===== config.mk =====
export PLATFORM = sky130hd
export DESIGN_NAME = hc595_driver_flat
export DESIGN_NICKNAME = d
export VERILOG_FILES = /design/src/rtl/hc595_driver_if.sv /design/src/rtl/hc595_driver.sv /design/src/flat_wrapper.sv
export SDC_FILE = /design/constraint.sdc
export NUM_CORES = 1
export LEC_CHECK = 0
export BUFFER_PORTS_ARGS = -buffer_cell sky130_fd_sc_hd__buf_2
export CELL_PAD_IN_SITES_DETAIL_PLACEMENT = 1
export CELL_PAD_IN_SITES_GLOBAL_PLACEMENT = 2
export CORE_ASPECT_RATIO = 0.7
export CORE_UTILIZATION = 36
export CTS_BUF_LIST = sky130_fd_sc_hd__clkbuf_2 sky130_fd_sc_hd__clkbuf_4 sky130_fd_sc_hd__clkbuf_8
export DETAILED_ROUTE_END_ITERATION = 8
export GPL_TIMING_DRIVEN = 0
export PLACE_DENSITY = 0.82
export REMOVE_ABC_BUFFERS = 1
export SLEW_MARGIN = 30
export SYNTH_ARGS = -nofsm -noshare
export SYNTH_HDL_FRONTEND = slang
export SYNTH_SLANG_ARGS = --single-unit

===== constraint.sdc =====
create_clock -name clk -period 2.4 [get_ports clk]
set_input_delay 0.24 -clock clk [delete_from_list [all_inputs] [get_ports clk]]
set_output_delay 0.24 -clock clk [all_outputs]
set_load 0.05 [all_outputs]

===== src/rtl/hc595_driver_if.sv =====
// Upstream word/clear handshake between the system logic and hc595_driver.
// master = word producer, slave = the driver.
interface hc595_driver_if #(
  parameter int unsigned NBYTES = 1
);
  localparam int unsigned W = 8 * NBYTES;

  logic [W-1:0] din;
  logic         din_valid;
  logic         din_ready;
  logic         clr_req;
  logic         busy;
  logic         done;

  modport master (
    output din, din_valid, clr_req,
    input  din_ready, busy, done
  );

  modport slave (
    input  din, din_valid, clr_req,
    output din_ready, busy, done
  );
endinterface


===== src/rtl/hc595_driver.sv =====
// Serialises a parallel word MSB-first into a chain of 74HC595 devices and latches it.
// Optional macro HC595_DRV_BLANK_EN blanks the chain outputs (g_n=1) while busy.
module hc595_driver #(
  parameter int unsigned NBYTES = 1,
  parameter int unsigned DIV    = 2
) (
  input  logic             clk,
  input  logic             rst_n,
  hc595_driver_if.slave    bus,
  output logic             si,
  output logic             sck,
  output logic             rck,
  output logic             sclr_n,
  output logic             g_n
);

  localparam int unsigned W  = 8 * NBYTES;
  localparam int unsigned BW = $clog2(W);
  localparam int unsigned CW = 8;

  typedef enum logic [2:0] {
    IDLE,
    SHIFT_LO,
    SHIFT_HI,
    LATCH_LO,
    LATCH_HI,
    CLEAR
  } state_t;

  state_t         state, state_nxt;
  logic [CW-1:0]  cnt, cnt_nxt;
  logic [BW-1:0]  bit_cnt, bit_cnt_nxt;
  logic [W-1:0]   sreg, sreg_nxt;
  logic           latched, latched_nxt;
  logic           si_nxt, sck_nxt, rck_nxt, sclr_n_nxt, g_n_nxt;
  logic           done_nxt, busy_nxt, ready_nxt;
  logic           phase_end;

  assign phase_end = (cnt == CW'(DIV - 1));

  // Next-state and next-output decode; every chain pin is a registered copy of it.
  always_comb begin
    state_nxt   = state;
    sreg_nxt    = sreg;
    bit_cnt_nxt = bit_cnt;
    latched_nxt = latched;
    done_nxt    = 1'b0;

    unique case (state)
      IDLE: begin
        if (bus.clr_req) begin
          state_nxt = CLEAR;
        end else if (bus.din_valid) begin
          state_nxt   = SHIFT_LO;
          sreg_nxt    = bus.din;
          bit_cnt_nxt = '0;
        end
      end
      SHIFT_LO: begin
        if (phase_end) state_nxt = SHIFT_HI;
      end
      SHIFT_HI: begin
        if (phase_end) begin
          if (bit_cnt == BW'(W - 1)) begin
            state_nxt = LATCH_LO;
          end else begin
            state_nxt   = SHIFT_LO;
            bit_cnt_nxt = bit_cnt + BW'(1);
            sreg_nxt    = {sreg[W-2:0], 1'b0};
          end
        end
      end
      LATCH_LO: begin
        if (phase_end) state_nxt = LATCH_HI;
      end
      LATCH_HI: begin
        if (phase_end) begin
          state_nxt   = IDLE;
          done_nxt    = 1'b1;
          latched_nxt = 1'b1;
        end
      end
      CLEAR: begin
        if (phase_end) state_nxt = LATCH_LO;
      end
      default: state_nxt = IDLE;
    endcase

    // Divider restarts on every phase change so each phase lasts exactly DIV cycles.
    cnt_nxt = ((state_nxt != state) || (state == IDLE)) ? '0 : cnt + CW'(1);

    // si tracks the shift register MSB, which only moves while sck is low.
    si_nxt     = sreg_nxt[W-1];
    sck_nxt    = (state_nxt == SHIFT_HI);
    rck_nxt    = (state_nxt == LATCH_HI);
    sclr_n_nxt = (state_nxt != CLEAR);
    busy_nxt   = (state_nxt != IDLE);
    ready_nxt  = (state_nxt == IDLE);
`ifdef HC595_DRV_BLANK_EN
    g_n_nxt    = busy_nxt | ~latched_nxt;
`else
    g_n_nxt    = ~latched_nxt;
`endif
  end

  // State and registered outputs.
  always_ff @(posedge clk) begin
    if (!rst_n) begin
      state         <= IDLE;
      cnt           <= '0;
      bit_cnt       <= '0;
      sreg          <= '0;
      latched       <= 1'b0;
      si            <= 1'b0;
      sck           <= 1'b0;
      rck           <= 1'b0;
      sclr_n        <= 1'b0;
      g_n           <= 1'b1;
      bus.done      <= 1'b0;
      bus.busy      <= 1'b0;
      bus.din_ready <= 1'b1;
    end else begin
      state         <= state_nxt;
      cnt           <= cnt_nxt;
      bit_cnt       <= bit_cnt_nxt;
      sreg          <= sreg_nxt;
      latched       <= latched_nxt;
      si            <= si_nxt;
      sck           <= sck_nxt;
      rck           <= rck_nxt;
      sclr_n        <= sclr_n_nxt;
      g_n           <= g_n_nxt;
      bus.done      <= done_nxt;
      bus.busy      <= busy_nxt;
      bus.din_ready <= ready_nxt;
    end
  end

endmodule


===== src/flat_wrapper.sv =====
// flat-port wrapper written by rule: the top's interface ports become plain ports
module hc595_driver_flat 
#(
  parameter int unsigned NBYTES = 1,
  parameter int unsigned DIV    = 2
)
  (clk, rst_n, si, sck, rck, sclr_n, g_n, bus_din, bus_din_valid, bus_clr_req, bus_din_ready, bus_busy, bus_done);
  hc595_driver_if #(.NBYTES(NBYTES)) bus_i ();
  input  logic clk;
  input  logic rst_n;
  output logic si;
  output logic sck;
  output logic rck;
  output logic sclr_n;
  output logic g_n;
  input wire logic [$bits(bus_i.din)-1:0] bus_din;
  input wire logic [$bits(bus_i.din_valid)-1:0] bus_din_valid;
  input wire logic [$bits(bus_i.clr_req)-1:0] bus_clr_req;
  output wire logic [$bits(bus_i.din_ready)-1:0] bus_din_ready;
  output wire logic [$bits(bus_i.busy)-1:0] bus_busy;
  output wire logic [$bits(bus_i.done)-1:0] bus_done;
  assign bus_i.din = bus_din;
  assign bus_i.din_valid = bus_din_valid;
  assign bus_i.clr_req = bus_clr_req;
  assign bus_din_ready = bus_i.din_ready;
  assign bus_busy = bus_i.busy;
  assign bus_done = bus_i.done;
  hc595_driver #(.NBYTES(NBYTES), .DIV(DIV)) u_core (.clk(clk), .rst_n(rst_n), .bus(bus_i), .si(si), .sck(sck), .rck(rck), .sclr_n(sclr_n), .g_n(g_n));
endmodule

==> flow_summary.toml <==
[status]
outcome = "finished, final reports clean"

[timing]
drv_slew = 0
hold_violations = 0
worstMarginPinSlew_ps = 483
timing.fmax_ghz = 0.492
setup_ws_ps = 366
rsz0062_at_grt = "no"
fin_skew_ps = 5.82
max_slew_margin_pct = 67.5
post-route-min-period_ps = 2030
finalSetupViolCount = 0
fin_crit_sh_pct = 84.7

[floorplan]
die_w_um = 76.4
ios = 20
fp-row-count = 18
core_um2 = 3600
die_h_um = 54.1
design.die.area_um2 = 4130
initial_core_util_pct = 38.7

[worst_setup_path]
cp_data_required_time_ps = 2610
cp_data_arrival_time_ps = 2240
worst-setup-path-type = "reg -> reg"
critPathLaunchType = "flop"
cp_max_fo = 11
crit_path_end_kind = "flop"

[detailed_routing]
dr.first_iter.drc_count = 54
drt-total-wl_um = 2960
drt-pass1-iter-count = 4
vias = 1075
drcViolationCount = 0
viasPerCell = 5.07
drtAntennaViolNets = 0
post_drt_wl_per_cell_um = 14.0

[job]
max_cap_violations = 0

[global_route]
track_usage_pct = 15.7
grt_pass1_vias = 1027
antenna_found_initial = 0
grt_pass1_wl_um = 4830
grt_max_degree = 25
overflow = 0

[logic_synthesis]
yosys.area.top_type = "dfxtp_1"
synth_cell_types = 38
netlist_area_um2 = 1390
avgSynthCellArea_um2 = 9.61
ys_seq_area_share_pct = 43.1
syn_inst = 145
ys_ff_latch = 30
yosysMostFrequentCell = "dfxtp_1"
synth.top_cells.by_area = "dfxtp_1 43%, mux2i_1 7.2%, o211a_1 5.0%, ha_1 3.6%, o21ai_0 3.2%"
synth_edf_count = 0
ys.warnings.count = 0
ys_top_cells_by_count = "30 x dfxtp_1, 12 x nor2_1, 10 x mux2i_1"
synth_top_area_share_pct = 43.1
synthFlopType = "dfxtp_1"
synth-async-reset-ratio_pct = 0

[clocking]
cts_buffer_depth = 2
cts_made_buffers = 5
numClockSinks = 30
h-tree-depth = 2
path_clk_slew_ps = 70
clock_latency_ps = 280
cts_root_buffer = "clkbuf_8"
cts_tree = "done"
ctsResizeCount = 0

[final_layout]
nFillCells = 435
diodes = 0
finalNetCount = 177
drive_gt1_share_pct = 19.1
layout.cells.non_filler = 212
area_growth_pct = 14.5

[place]
gp_congestion = 0.739
dp_cells = 203
dp_slack_ps = -0.622
dp_hpwl_um = 2100
io_buffer_count = 19

[power_and_ir_drop]
switching_share_pct = 30.9
vdd_drop_max_uv = 372
p_total_w = 0.00136
p_sw_w = 0.000421
clock_power_share_pct = 35.1
cellPowerDensity_nw_per_um2 = 853
intPower_w = 0.000940
leakagePower_nw = 0.711
power_frac_seq_pct = 43.9
p_comb_share_pct = 21.0

[min_path]
hold_class = "in -> reg"
registers in the layout (all words and copies together), names as in the netlist:
register              cells
u_core.latched            1
u_core.rck                1
u_core.bus.done           1
u_core.bus.busy           1
u_core.bus.din_ready      1
u_core.sreg               8
u_core.g_n                1
u_core.sck                1
u_core.state              3
u_core.cnt                8
u_core.bit_cnt            3
u_core.sclr_n             1
layer usage:
layer	GRT usage, %	vias to the layer above	share of wire (%)
li1	-	544	-
met1	18.8	508	49
met2	26.3	16	45
met3	4.75	7	3.7
met4	8.65	0	1.8
met5	0	-	0
critical path: stages, from the launching register on:
cell and delay [ps]:
dfxtp_1 420, ha_1 190, nor4b_4 260, and4b_1 390, or2_1 450, mux2i_1 240
metrics by stage:
step | instance area (µm²) | TNS, ps | util, % | hold slack (ps)
2_1_floorplan | 1320 | 0 | - | 313
3_3_place_gp | 1480 | 0 | 41.0 | 445
3_5_place_dp | 1480 | -0.622 | 41.0 | 456
4_1_cts | 1600 | 0 | 44.3 | 214
5_1_grt | 1600 | 0 | 44.3 | 238
6_report | 1600 | 0 | 44.3 | 223
kinds of logic (layout without fill, tap and decap cells):
group,Yosys count,in the layout,share of synthesized area [%]
adder cells (fa/ha/maj),4,4,3.59
AO/OA/AOI/OAI,29,29,14.5
buffers and inverters,14,31,6.10
flip-flops,30,30,43.1
multiplexers,10,10,7.18
XOR/XNOR,6,6,3.77
AND/OR/NAND/NOR,52,52,21.8
worst paths after layout:
kind	from	cells past startpoint	endpoint	slack [ps]
max	u_core.cnt[0]	5	u_core.bit_cnt[1]	370
min	bus_din[0]	3	u_core.sreg[0]	220
max reg2reg	u_core.cnt[0]	5	u_core.bit_cnt[1]	370
min reg2reg	u_core.sreg[0]	2	u_core.sreg[0]	460
area by class of cell:
cell class / instances / area, µm² / area share, %
Multi-Input combinational cell: 101 / 708 / 44.4
Timing Repair Buffer: 20 / 103 / 6.43
Inverter: 3 / 11.3 / 0.706
Tap cell: 50 / 62.6 / 3.92
Sequential cell: 30 / 601 / 37.6
Clock buffer: 8 / 110 / 6.90
power by group through the flow:
| stage | Clock, W | Combinational, W | Sequential (W) |
|---|---|---|---|
| 2_1_floorplan | 0 | 0.000151 | 0.000660 |
| 3_3_place_gp | 0 | 0.000277 | 0.000606 |
| 3_5_place_dp | 0 | 0.000288 | 0.000609 |
| 4_1_cts | 0.000490 | 0.000290 | 0.000598 |
| 5_1_grt | 0.000508 | 0.000316 | 0.000607 |
| 6_report | 0.000477 | 0.000286 | 0.000598 |
layout by cell type (no fill, tap or decap), types with 2 or more instances in the layout:
| master | n |
|---|---|
| o21ai_0 | 9 |
| nand2_1 | 8 |
| ha_1 | 4 |
| inv_1 | 3 |
| a21oi_1 | 3 |
| nand3b_1 | 2 |
| a31oi_1 | 4 |
| and2_1 | 2 |
| xor2_1 | 5 |
| dfxtp_1 | 30 |
| and3_1 | 4 |
| clkbuf_8 | 8 |
| mux2i_1 | 10 |
| nand2b_1 | 2 |
| nor3_1 | 3 |
| nand3_1 | 7 |
| buf_2 | 19 |
| nor2_1 | 12 |
| o211a_1 | 7 |
| nor2b_1 | 3 |
what timing repair did:
action / CTS / global route
buffers inserted: 1 / 0
endpoints found under the setup margin: 3 / 0
hold buffers: 0 / 0
Note: power is estimated with default switching activity, not from simulation.
